[src/rtl/sp_regfile.sv]
// sp_regfile: 32x32 register file, two combinational reads, one write, $0 hardwired to zero
module sp_regfile (
    input  logic        clk,
    input  logic        rst_n,
    input  logic        we,
    input  logic [4:0]  waddr,
    input  logic [31:0] wdata,
    input  logic [4:0]  raddr_a,
    input  logic [4:0]  raddr_b,
    output logic [31:0] rdata_a,
    output logic [31:0] rdata_b
);
    logic [31:0] regs [32];

    // Clear everything on reset; writes to $0 are dropped so it can never hold data.
    always_ff @(posedge clk or negedge rst_n) begin
        if (!rst_n) begin
            for (int i = 0; i < 32; i++) regs[i] <= '0;
        end else if (we && waddr != 5'd0) begin
            regs[waddr] <= wdata;
        end
    end

    assign rdata_a = (raddr_a == 5'd0) ? '0 : regs[raddr_a];
    assign rdata_b = (raddr_b == 5'd0) ? '0 : regs[raddr_b];
endmodule

[config.mk]
export PLATFORM = sky130hd
export DESIGN_NAME = sp_regfile
export DESIGN_NICKNAME = d
export VERILOG_FILES = /design/src/rtl/sp_regfile.sv
export SDC_FILE = /design/constraint.sdc
export NUM_CORES = 2
export LEC_CHECK = 0
export BUFFER_PORTS_ARGS = -buffer_cell sky130_fd_sc_hd__buf_2
export CORE_UTILIZATION = 55
export DETAILED_ROUTE_END_ITERATION = 6
export GPL_ROUTABILITY_DRIVEN = 0
export GPL_TIMING_DRIVEN = 1
export PLACE_DENSITY = 0.71
export RECOVER_POWER = 100
export SYNTH_ARGS = -nofsm -noshare
export SYNTH_HDL_FRONTEND = slang
export SYNTH_SLANG_ARGS = --single-unit
[constraint.sdc]
create_clock -name clk -period 3.81 [get_ports clk]
set_input_delay 1.143 -clock clk [delete_from_list [all_inputs] [get_ports clk]]
set_output_delay 1.143 -clock clk [all_outputs]
set_load 0.02 [all_outputs]
==> out/metrics.csv <==
stage,metric,value,unit
logic_synthesis,post-synth net total,3671,
final_layout,top flop regs,regs x1024,
grt,largest net degree at the start of global routing,115,
die,# IOs,114,
setup_path,Worst EP arrival,2.94,ns
sta,post-layout min period,4.081,ns
logic_synthesis,Synth Flop Type,dfrtp_1,
place,Post-Place Cells,5015,
detailed_routing,Iter 0 DRT Violations,4869,
logic_synthesis,top post-synthesis cells by area,"dfrtp_1 (47%), mux2_2 (22%), mux4_2 (19%), mux2i_1 (2.4%), buf_2 (1.6%)",
place,port bufs,113,
detailed_routing,Final ANT Viol Nets,0,
grt,GRT Util Overall,40.12,%
final_layout,final instance area,69090,um^2
cts,CTS Buf Count,110,
cts,Root Buffer,clkbuf_16,
detailed_routing,Total Wirelength,202700,um
grt,met2 Track Usage GR,58.99,%
pwr,VDD IR max,0.4144,mV
die,num rows,114,
cts,H-tree depth,3,
grt,met3 Use GR,13.01,%
cts,CTS tree,done,
logic_synthesis,Syn. warnings,0,
final_layout,max reg flops,1024,
logic_synthesis,Post-synth top cells,"mux2_2 (1,046), dfrtp_1 (1,024), mux4_2 (448)",
setup_path,Crit. End Element,output port,
final_layout,# nets final,4071,
final_layout,post-layout util,71.02,%
final_layout,Largest Register,regs,
sta,hold_ws,0.3950,ns
grt,first-pass GRT wire length,287100,um
logic_synthesis,number of library cell types mapped by synthesis,35,
grt,global-route met1 utilization,52.86,%
logic_synthesis,"Cell Area, Synth",54370,um^2
setup_path,"Slowest-stage cell, CP",a311oi_2,
die,Initial Utilization,55.89,%
setup_path,"Req. time, crit path",2.67,ns
cts,# clock sinks,1024,
die,Die Wd,316.4,um
setup_path,CP cell instances,"buf_4, buf_4, and2_2, buf_8, a22oi_1, a311oi_2, buf_4",
grt,initial antenna violation count,9,
sta,fin. max-slew vios,497,
setup_path,Startpoint Class,input pin,
logic_synthesis,Post-synth EDFFs,0,
detailed_routing,vias,39660,
grt,gr busiest metal,met2,
sta,Tcrit/Tclk final,107.1,%
setup_path,CP peak stage delay,0.52,ns
pwr,P per Cell Area,503.1,nW/um^2
sta,RSZ-0062 raised after global routing,true,
sta,final setup fails,64,
final_layout,Non-Filler Instances,5398,
logic_synthesis,top-count cell post-synth,mux2_2,
detailed_routing,drt pass-1 iters,6,
setup_path,CP Class,input pin to output port,
place,dpl ws,-0.5964,ns
cts,"Clk Latency, worst-skew pair",0.71,ns
cts,Clock Tree Buf Depth,3,
sta,Final Worst Setup Slack,-0.2706,ns
sta,Worst-Margin Slew,2.919,ns
detailed_routing,post-DR wirelength/cell,37.55,um
setup_path,Critical Path Fanout Max,8,
die,Die H,316.4,um
grt,number of global-route vias before repair,40610,
place,Detailed Place HPWL,117900,um
logic_synthesis,Async SR Flop Fraction,100.0,%
die,Core Region,97280,um^2
sta,Max Clock Freq,0.2451,GHz
place,area of placed instances,60160,um^2
logic_synthesis,"Seq/Total Area, Yosys",47.13,%
detailed_routing,average via count per standard cell,7.347,
cts,"Reg clk slew, reported paths",0.06,ns
logic_synthesis,area share of the largest cell type after synthesis,47.13,%
sta,slew margin rel.,-94.58,%
sta,Final Hold Fails,0,
setup_path,"most used cell, CP",buf_4,
final_layout,synthesis-to-layout area growth,27.07,%
run_status,status,"complete, but fails checks",
logic_synthesis,gate count after technology mapping,3621,
flow_run,max_cap viols,21,
sta,Final Skew,0,ns
grt,grt total ovfl,0,
logic_synthesis,Synth area leader,dfrtp_1,
run_status,failing checks,"capacitance limit, slew limit, setup timing",
die,DIE AREA,100100,um^2
worst_hold_path,HP Class,flop to flop,
final_layout,layout cell share with drive strength beyond 1,66.39,%
logic_synthesis,register bit total from synthesis,1024,
detailed_routing,DRC viols,0,
logic_synthesis,syn_area_per_cell,15.02,um^2
pwr,P_leak,29.85,nW
==> layer usage <==
metal | routed length [um] | part of all wire (%)
met1 | 73670 | 36
met2 | 90010 | 44
met3 | 24860 | 12
met4 | 14050 | 6.9
met5 | 94 | 0.046
==> critical path: cells and delay by family <==
family / cells / cell delay, ns
AOI/OAI and AO/OA: 2 / 0.66
buffers and inverters: 4 / 0.84
and+or+nand+nor: 1 / 0.27
==> cell families (layout without fill, tap and decap cells) <==
kind of cell | Yosys count | after routing | synth area share [%]
muxes | 1632 | 1632 | 42.79
DFF | 1024 | 1024 | 47.13
buffers and inverters | 434 | 927 | 3.631
AOI/OAI and AO/OA | 366 | 366 | 4.842
and+or+nand+nor | 165 | 166 | 1.611
other | 0 | 7 | 0
==> layout by cell type (no fill, tap or decap), types with 50 or more instances in the layout <==
master     synthesis  final
dfrtp_1         1024   1024
mux2_2          1046   1011
mux4_2           448    448
buf_4             34    303
buf_12             0    133
mux2i_1          128    127
clkbuf_16          0    125
buf_6              0     95
a211oi_2           0     56
a22oi_2            0     52
o21ai_2            0     52
nor2b_1           71     50
==> area by class of cell <==
type | count | area, um^2
Antenna cell | 7 | 17.52
Clock buffer | 151 | 3239
Clock inverter | 55 | 775.7
Fill cell | 5871 | 28190
Inverter | 2 | 16.27
Multi-Input combinational cell | 2164 | 29370
Sequential cell | 1024 | 25620
Tap cell | 1276 | 1597
Timing Repair Buffer | 719 | 8441
==> per-stage QoR <==
step                power (W)  setup TNS, ns
finish                0.03476         -9.947
global route          0.03574         -38.61
CTS                   0.03414         -8.905
detailed placement    0.02162         -27.35
global placement      0.02104         -27.32
floorplan             0.01907              0
==> report_power, final <==
part	switching [W]	internal, W
clock	0.00471	0.00715
combinational	0.00348	0.00478
sequential	0.00169	0.0129
total	0.00987	0.0249
==> path summary, 6_finish.rpt <==
path                       cells after the start        from          to  slack (ns)
hold reg to reg                                0   regs[995]   regs[995]        0.39
max in group asynchronous                      2       rst_n   regs[714]        0.19
min in group asynchronous                      1       rst_n   regs[852]        1.50
setup reg to reg                               1   regs[508]   regs[508]        2.93
hold / removal                                 0   regs[995]   regs[995]        0.39
setup / recovery                               7  raddr_b[3]  rdata_b[0]       -0.27
==> what timing repair did <==
item                                    4_1_cts  5_1_grt
hold buffers                                  0        0
gates resized for setup                     565      220
pin swaps                                    83       94
endpoints found under the setup margin       64       64
gates cloned                                 32       11
setup buffers                                78       66
Power figures use the tool's default switching activity.
